## src/rtl/xm_ctrl.sv

```systemverilog
// XM expansion controller: CTRL1-CTRL5 registers with lock/sticky rules and banked XM RAM addressing.
// Optional macro XM_READBACK_EN: combinational register readback on dout/dout_oe.
module xm_ctrl #(
    parameter int          PAGE_BITS = 4,
    parameter logic [11:0] BASE_HI   = 12'h047
) (
    input  logic                   clk_sys,
    input  logic                   reset_n,
    input  logic                   pclk0,
    input  logic [15:0]            address_in,
    input  logic [7:0]             din,
    input  logic                   rw,
    input  logic                   cart_cs,
    input  logic                   halt_n,
    input  logic                   xm_en,
    output logic [7:0]             dout,
    output logic                   dout_oe,
    output logic                   ram_cs,
    output logic                   ram_we,
    output logic [13+PAGE_BITS-1:0] ram_addr,
    output logic                   pokey_en,
    output logic                   ym_en,
    output logic                   hsc_en,
    output logic                   pia_en,
    output logic                   bios_en,
    output logic                   top_slot,
    output logic                   pal_hsc,
    output logic                   rof_lo,
    output logic                   rof_hi,
    output logic [2:0]             flash_lo,
    output logic [2:0]             flash_hi
);

    localparam logic [3:0] OFF_CTRL1 = 4'h0;
    localparam logic [3:0] OFF_CTRL4 = 4'h1;
    localparam logic [3:0] OFF_CTRL5 = 4'h2;
    localparam logic [3:0] OFF_CTRL2 = 4'h8;
    localparam logic [3:0] OFF_CTRL3 = 4'hC;

    logic [7:0] ctrl1_q, ctrl1_d;
    logic [7:0] ctrl2_q, ctrl2_d;
    logic [7:0] ctrl3_q, ctrl3_d;
    logic [7:0] ctrl4_q, ctrl4_d;
    logic [7:0] ctrl5_q, ctrl5_d;
    logic       pokey_lock_q, pokey_lock_d;
    logic       hsc_sticky_q, hsc_sticky_d;
    logic       pal_hsc_q, pal_hsc_d;

    logic       reg_hit;
    logic       wr_stb;
    logic [3:0] reg_off;
    logic       top_lock;

    assign reg_hit  = xm_en & cart_cs & (address_in[15:4] == BASE_HI);
    assign wr_stb   = reg_hit & ~rw & pclk0;
    assign reg_off  = address_in[3:0];
    assign top_lock = ctrl4_q[7];

    // Lock bits sample the value already stored, so a lock-setting write never blocks itself.
    always_comb begin
        ctrl1_d      = ctrl1_q;
        ctrl2_d      = ctrl2_q;
        ctrl3_d      = ctrl3_q;
        ctrl4_d      = ctrl4_q;
        ctrl5_d      = ctrl5_q;
        pokey_lock_d = pokey_lock_q;
        hsc_sticky_d = hsc_sticky_q;
        pal_hsc_d    = pal_hsc_q;
        if (wr_stb) begin
            case (reg_off)
                OFF_CTRL1: begin
                    ctrl1_d = din;
                    if (top_lock) begin
                        ctrl1_d[2] = ctrl1_q[2];
                    end
                    if (pokey_lock_q) begin
                        ctrl1_d[4] = ctrl1_q[4];
                    end
                    if (din[3]) begin
                        hsc_sticky_d = 1'b1;
                    end
                end
                OFF_CTRL4: begin
                    ctrl4_d = {ctrl4_q[7] | din[7], din[6:0]};
                end
                OFF_CTRL5: begin
                    ctrl5_d      = din;
                    pokey_lock_d = pokey_lock_q | din[3];
                    pal_hsc_d    = pal_hsc_q | din[5];
                end
                OFF_CTRL2: ctrl2_d = din;
                OFF_CTRL3: ctrl3_d = din;
                default: ;
            endcase
        end
    end

    always_ff @(posedge clk_sys or negedge reset_n) begin
        if (!reset_n) begin
            ctrl1_q      <= 8'h00;
            ctrl2_q      <= 8'h00;
            ctrl3_q      <= 8'h00;
            ctrl4_q      <= 8'h00;
            ctrl5_q      <= 8'h00;
            pokey_lock_q <= 1'b0;
            hsc_sticky_q <= 1'b0;
            pal_hsc_q    <= 1'b0;
        end else begin
            ctrl1_q      <= ctrl1_d;
            ctrl2_q      <= ctrl2_d;
            ctrl3_q      <= ctrl3_d;
            ctrl4_q      <= ctrl4_d;
            ctrl5_q      <= ctrl5_d;
            pokey_lock_q <= pokey_lock_d;
            hsc_sticky_q <= hsc_sticky_d;
            pal_hsc_q    <= pal_hsc_d;
        end
    end

    assign rof_lo   = ctrl1_q[0];
    assign rof_hi   = ctrl1_q[1];
    assign top_slot = ctrl1_q[2];
    assign hsc_en   = ctrl1_q[3] | hsc_sticky_q;
    assign pokey_en = ctrl1_q[4];
    assign ym_en    = ctrl1_q[7];
    assign pia_en   = ctrl4_q[0];
    assign flash_lo = ctrl4_q[3:1];
    assign flash_hi = ctrl4_q[6:4];
    assign bios_en  = ctrl5_q[2];
    assign pal_hsc  = pal_hsc_q;

    logic       win0;
    logic       win1;
    logic [7:0] page_src;
    logic [3:0] page_nib;

    assign win0     = (address_in[15:13] == 3'b010) & ctrl1_q[5];
    assign win1     = (address_in[15:13] == 3'b011) & ctrl1_q[6];
    assign ram_cs   = xm_en & cart_cs & (win0 | win1);
    assign ram_we   = ram_cs & ~rw & pclk0 & ~ctrl5_q[1];

    // MARIA DMA (halt_n low) uses its own bank register so CPU and DMA views can differ.
    assign page_src = halt_n ? ctrl2_q : ctrl3_q;
    assign page_nib = win1 ? page_src[7:4] : page_src[3:0];
    assign ram_addr = ram_cs ? {page_nib[PAGE_BITS-1:0], address_in[12:0]} : '0;

`ifdef XM_READBACK_EN
    logic [7:0] rd_data;
    logic       rd_dec;

    always_comb begin
        rd_data = 8'h00;
        rd_dec  = 1'b1;
        case (reg_off)
            OFF_CTRL1: rd_data = ctrl1_q;
            OFF_CTRL4: rd_data = ctrl4_q;
            OFF_CTRL5: rd_data = {ctrl5_q[7:6], pal_hsc_q, hsc_sticky_q, pokey_lock_q, ctrl5_q[2:0]};
            OFF_CTRL2: rd_data = ctrl2_q;
            OFF_CTRL3: rd_data = ctrl3_q;
            default:   rd_dec  = 1'b0;
        endcase
    end

    assign dout_oe = reg_hit & rw & rd_dec;
    assign dout    = dout_oe ? rd_data : 8'h00;
`else
    assign dout_oe = 1'b0;
    assign dout    = 8'h00;
`endif

    // Bits only observable through readback or narrower page widths.
    logic unused_bits;
    assign unused_bits = ^{ctrl5_q[7:6], ctrl5_q[0], page_nib};

endmodule
```

## config.mk

```make
export PLATFORM = sky130hd
export DESIGN_NAME = xm_ctrl
export DESIGN_NICKNAME = d
export VERILOG_FILES = /design/src/rtl/xm_ctrl.sv
export SDC_FILE = /design/constraint.sdc
export NUM_CORES = 1
export LEC_CHECK = 0
export BUFFER_PORTS_ARGS = -buffer_cell sky130_fd_sc_hd__buf_2
export CAP_MARGIN = 40
export CORE_ASPECT_RATIO = 1.5
export CORE_MARGIN = 2
export CORE_UTILIZATION = 43
export CTS_BUF_LIST = sky130_fd_sc_hd__clkbuf_16
export DETAILED_ROUTE_END_ITERATION = 7
export HOLD_SLACK_MARGIN = 0.08
export PLACE_DENSITY = 0.75
export SYNTH_ARGS = -nofsm -noshare
export SYNTH_HDL_FRONTEND = slang
export SYNTH_SLANG_ARGS = --single-unit
```

## constraint.sdc

```tcl
create_clock -name clk_sys -period 1.5 [get_ports clk_sys]
set_clock_uncertainty 0.15 [all_clocks]
set_input_delay 0.075 -clock clk_sys [delete_from_list [all_inputs] [get_ports clk_sys]]
set_output_delay 0.075 -clock clk_sys [all_outputs]
set_load 0.005 [all_outputs]
```

* After elaboration in Yosys (flattened, before gate mapping)
Cells that the tools add are included.
** Word-level totals
- Register bits :: 38
- Input bits :: 31
- Output and inout bits :: 43
- Word-level logic and storage cells :: 48
** Operators by class
- Eq/ne operators :: 7
- Multiplexer cells :: 3
- Bitwise gates (word level) :: 19
- Reduce and logical (&&, ||, !) cells :: 9
** Operators with widths (count)
- 17-bit 2-to-1 mux :: 1
- 12-bit by 7-bit equality test with 1-bit output, second input constant :: 1
- 1-bit AND :: 10
- 2-bit AND reduction :: 5
- 3-bit AND reduction :: 3
- 4-bit equality test, second input constant :: 2
- 8-bit 2-to-1 mux :: 1
- 3-bit by 2-bit equality test with 1-bit output, second input constant :: 2
- 1-bit bitwise OR :: 5
- 4-bit by 1-bit equality test with 1-bit output, second input constant :: 1
- 4-bit by 2-bit equality test with 1-bit output, second input constant :: 1
- 4-bit zero test :: 1
- 4-bit 2-to-1 mux :: 1
- 1-bit NOT :: 4

* Logic depth before layout (Yosys ltp)
- Depth in word-level cells :: 7
- Depth in mapped cells :: 5
- Depth with buffers taken out :: 4

* Least setup slack after synthesis
No wires, ideal clock.
- Path type :: input-to-reg
- From :: in address_in[15]
- To :: reg ctrl2_q[0]
- Setup time :: 0.125 ns
- Arrival time :: 1.506 ns
- Required time :: 1.225 ns
- Slack :: -0.282 ns
- Stages :: 5
- Path buffers :: 1
- Cells stage by stage :: nor4b_2 nand4_2 or4b_1 buf_6 mux2_4
** On the way
- Word-level cells in the longest chain between the ends :: 5
** RTL lines
- start, declared :: RTL line 10 : input logic [15:0] address_in,
- 12-bit by 7-bit equality test with 1-bit output :: RTL line 54 : assign reg_hit = xm_en & cart_cs & (address_in[15:4] == BASE_HI);
- 1-bit AND :: RTL line 54
- 1-bit AND (2 in series) :: RTL line 55 : assign wr_stb = reg_hit & ~rw & pclk0;
- 2-bit AND reduction (no source line)
- end signal, assigned :: RTL line 110 : ctrl2_q <= ctrl2_d;
- end, declared :: RTL line 41 : logic [7:0] ctrl2_q, ctrl2_d;
Every way passes these cells.
A chain may end at the register's enable or synchronous reset.

* Worst setup path in the final report
- From :: reg ctrl1_q[6]
- To :: out ram_addr[13]
** On the way
- Word-level cells in the longest chain between the ends :: 4
- Elaborated cells on any way between the ends :: 5
- Classes of those cells :: mux (2); bitwise (3)
** RTL lines
- start, declared :: RTL line 40 : logic [7:0] ctrl1_q, ctrl1_d;
- start signal, assigned :: RTL line 109 : ctrl1_q <= ctrl1_d;
- 1-bit AND * :: RTL line 138 : assign win1 = (address_in[15:13] == 3'b011) & ctrl1_q[6];
- 1-bit bitwise OR :: RTL line 139 : assign ram_cs = xm_en & cart_cs & (win0 | win1);
- 1-bit AND :: RTL line 139
- 17-bit 2-to-1 mux * :: RTL line 145 : assign ram_addr = ram_cs ? {page_nib[PAGE_BITS-1:0], address_in[12:0]} : '0;
- end, declared :: RTL line 20 : output logic [13+PAGE_BITS-1:0] ram_addr,
Mark *: on every way between the ends. The rest lies on a longest branch, timed or not.

==> metrics.cfg <==
[timing]
fin_crit_ns = 1.92
slew_viol_final = 0
finalWorstSetupSlack_ns = -0.424
finalHoldViolCount = 0
max_freq_ghz = 0.520
setup_viol = 37
hold_slack_ns = 0.146
post-route-period-util_pct = 128
setup-tns-final_ns = -8.67
rsz0062_at_grt = yes

[clocking]
cts_buffers = 5
cts.sinks = 37
clkTransAtPathRegs_ns = 0.05
cts.path.max_buffers = 2
htreeDepth = 2
cts_tree = done
worstSkewPairLatency_ns = 0.27
ctsRootBufferMaster = clkbuf_16

[worst_setup_path]
cp_top_family = buffers and inverters
critPathRequiredTime_ns = 1.27
crit_type = reg -> out
cp_common_cell = buf_4
critPathSlowestCell = dfrtp_1
timing.critical_path.cells = buf_4, mux2_4, nand3b_1, nor2_4, buf_4, and2_1, buf_2
worst_ep_arrival_time_ns = 1.70
start_kind = flop
max_stage_delay_ns = 0.39
critPathBufInv = 3
cp_max_fo = 4
cp-end-kind = output pin

[placed_design]
io_buffers = 64
gp_congestion = 0.761
pre_cts_ws_ns = -0.436
hpwl_um = 3030
placed_cell_area_um2 = 2320

[synthesis]
synth_area_um2 = 1880
syn_avg_cell_area_um2 = 13.5
netlist-cell-type-count = 27
ys_ff_latch = 37
ys_warn_count = 0
synth_cells = 140
seq_area_frac_synth_pct = 49.1

[min_path]
hold_path.class = in -> reg

[drt]
wl_per_cell_um = 15.6
wl_um = 4410
viasPerCell = 5.07
vias = 1429
route.detailed.drc = 0
dr.first_iter.drc_count = 33
route.antenna.remaining_nets = 0
dr.pass1.iters = 4

[global_route]
grt_max_degree = 38
grt_pass1_vias = 1461
overflow = 0
grt_pass1_wl_um = 7130
track_usage_pct = 19.4
antenna_found_initial = 0

[floorplan]
dieWidth_um = 58.1
start_util_pct = 44.8
dieArea_um2 = 4940
die_h_um = 85.1
std_cell_rows = 29
io_pins = 74
core_area_um2 = 4210

[power]
powerDensity_nw_per_um2 = 776
peakVddDrop_v = 0.00108
p_leak_nw = 1.55

[final_layout]
fillers = 321
final_area_um2 = 2730
diodes = 0
fin_nets = 266
area_growth_pct = 45.0
layout-drive-gt1-share_pct = 63.1

[run_status]
status = finished with violations
violations = negative setup slack

[flow_run]
cap_violations = 0

==> final timing paths <==
kind / cells past startpoint / slack (ns) / start / end
worst max-delay path: 7 / -0.42 / ctrl1_q[6]$_DFFE_PN0P_ / ram_addr[13]
worst min-delay path: 4 / 0.15 / address_in[0] / ctrl4_q[7]$_DFFE_PN0P_
worst max register to register: 3 / 0.25 / pokey_lock_q$_DFFE_PN0P_ / ctrl1_q[4]$_DFFE_PN0P_
worst min register to register: 1 / 0.30 / pal_hsc$_DFFE_PN0P_ / pal_hsc$_DFFE_PN0P_
max in group asynchronous: 3 / 0.66 / reset_n / ctrl4_q[4]$_DFFE_PN0P_
min in group asynchronous: 3 / 0.22 / reset_n / ctrl4_q[3]$_DFFE_PN0P_
==> worst reg2reg max path: cells and delay by family, from the launching register on <==
| kind | cells | cell delay [ns] |
|---|---|---|
| flip-flops | 1 | 0.39 |
| buffers and inverters | 1 | 0.14 |
| multiplexers | 1 | 0.29 |
| AND/OR/NAND/NOR | 1 | 0.16 |
==> per-layer routing <==
layer,global-route usage [%],up-vias,share of wire [%]
li1,-,660,-
met1,21.7,705,37
met2,35.3,59,55
met3,3.96,5,6.1
met4,7.40,0,1.2
met5,0,-,0
==> stage by stage <==
stage / power, W / std cells / util, %
floorplan: 0.00106 / 148 / -
global placement: 0.00114 / 259 / 55.2
detailed placement: 0.00114 / 259 / 55.2
CTS: 0.00214 / 283 / 63.9
global route: 0.00221 / 282 / 64.9
finish: 0.00212 / 282 / 64.9
==> placed cells by master, fill, tap and decap left out, types with 2 or more instances in the layout <==
master         count
buf_8              2
and4bb_2           2
dlygate4sd3_1      9
mux2_4            14
buf_4             16
and2_1            16
nor4b_4            2
clkinv_2           2
buf_6             12
conb_1             9
mux2_2            20
a21o_1             3
nand2_1            3
inv_1              3
mux4_2             4
buf_2             60
dfrtp_1           37
nor2_1             2
nor3_2             3
nor2_4             2
clkbuf_16          5
==> final cells by class <==
class | instances | area (µm²) | share of cell area (%)
clock buffers | 5 | 125 | 4.58
clock inverters | 3 | 13.8 | 0.504
inverters | 2 | 7.51 | 0.275
multi-input cells | 90 | 927 | 33.9
flip-flops and latches | 37 | 926 | 33.9
well taps | 46 | 57.6 | 2.11
repair buffers | 99 | 676 | 24.7
==> cells in the mapped netlist <==
master	n	area share (%)
nor3_1	3	0.80
dfrtp_1	37	49
or4b_1	1	0.53
mux4_2	4	4.8
a21o_1	3	1.2
buf_2	1	0.27
nand4b_1	1	0.46
buf_4	15	6.0
nand4bb_1	1	0.60
nand4_2	1	0.66
and4bb_2	2	1.3
nor2_1	4	0.80
clkbuf_1	2	0.40
and4b_1	1	0.53
mux2_4	8	6.4
or4_1	1	0.40
nand2_1	3	0.60
inv_1	2	0.40
conb_1	1	0.20
nor4b_2	2	1.6
or2_2	1	0.33
nor3b_1	1	0.40
and2_1	16	5.3
buf_6	1	0.60
o21bai_1	1	0.40
nand3b_1	1	0.40
mux2_2	26	16
==> logic make-up after synthesis <==
| kind of cell | share of synthesized area, % |
|---|---|
| buffers and inverters | 7.64 |
| AND/OR/NAND/NOR | 14.7 |
| other | 0.199 |
| multiplexers | 26.7 |
| flip-flops | 49.1 |
| AO/OA/AOI/OAI | 1.59 |
==> state kept, by name, summed over array words and instances, names as in the netlist <==
signal,flops
pal_hsc,1
ctrl1_q,8
ctrl2_q,8
ctrl4_q,8
ctrl3_q,8
ctrl5_q,2
hsc_sticky_q,1
pokey_lock_q,1
==> power breakdown <==
part | total [W] | leakage [nW] | switching [W] | internal [W]
Clock | 0.000969 | 0.0748 | 0.000367 | 0.000602
Combinational | 0.000153 | 0.955 | 0.0000761 | 0.0000772
Sequential | 0.000999 | 0.517 | 0.0000000281 | 0.000999
==> what timing repair did <==
item / in CTS / in global routing
hold endpoints to repair: 74 / 0
endpoints found under the setup margin: 49 / 51
buffers inserted: 6 / 0
hold buffers: 9 / 0
gates resized for setup: 21 / 14
cloned: 1 / 0
pin swaps: 7 / 5
Power figures use the tool's default switching activity.
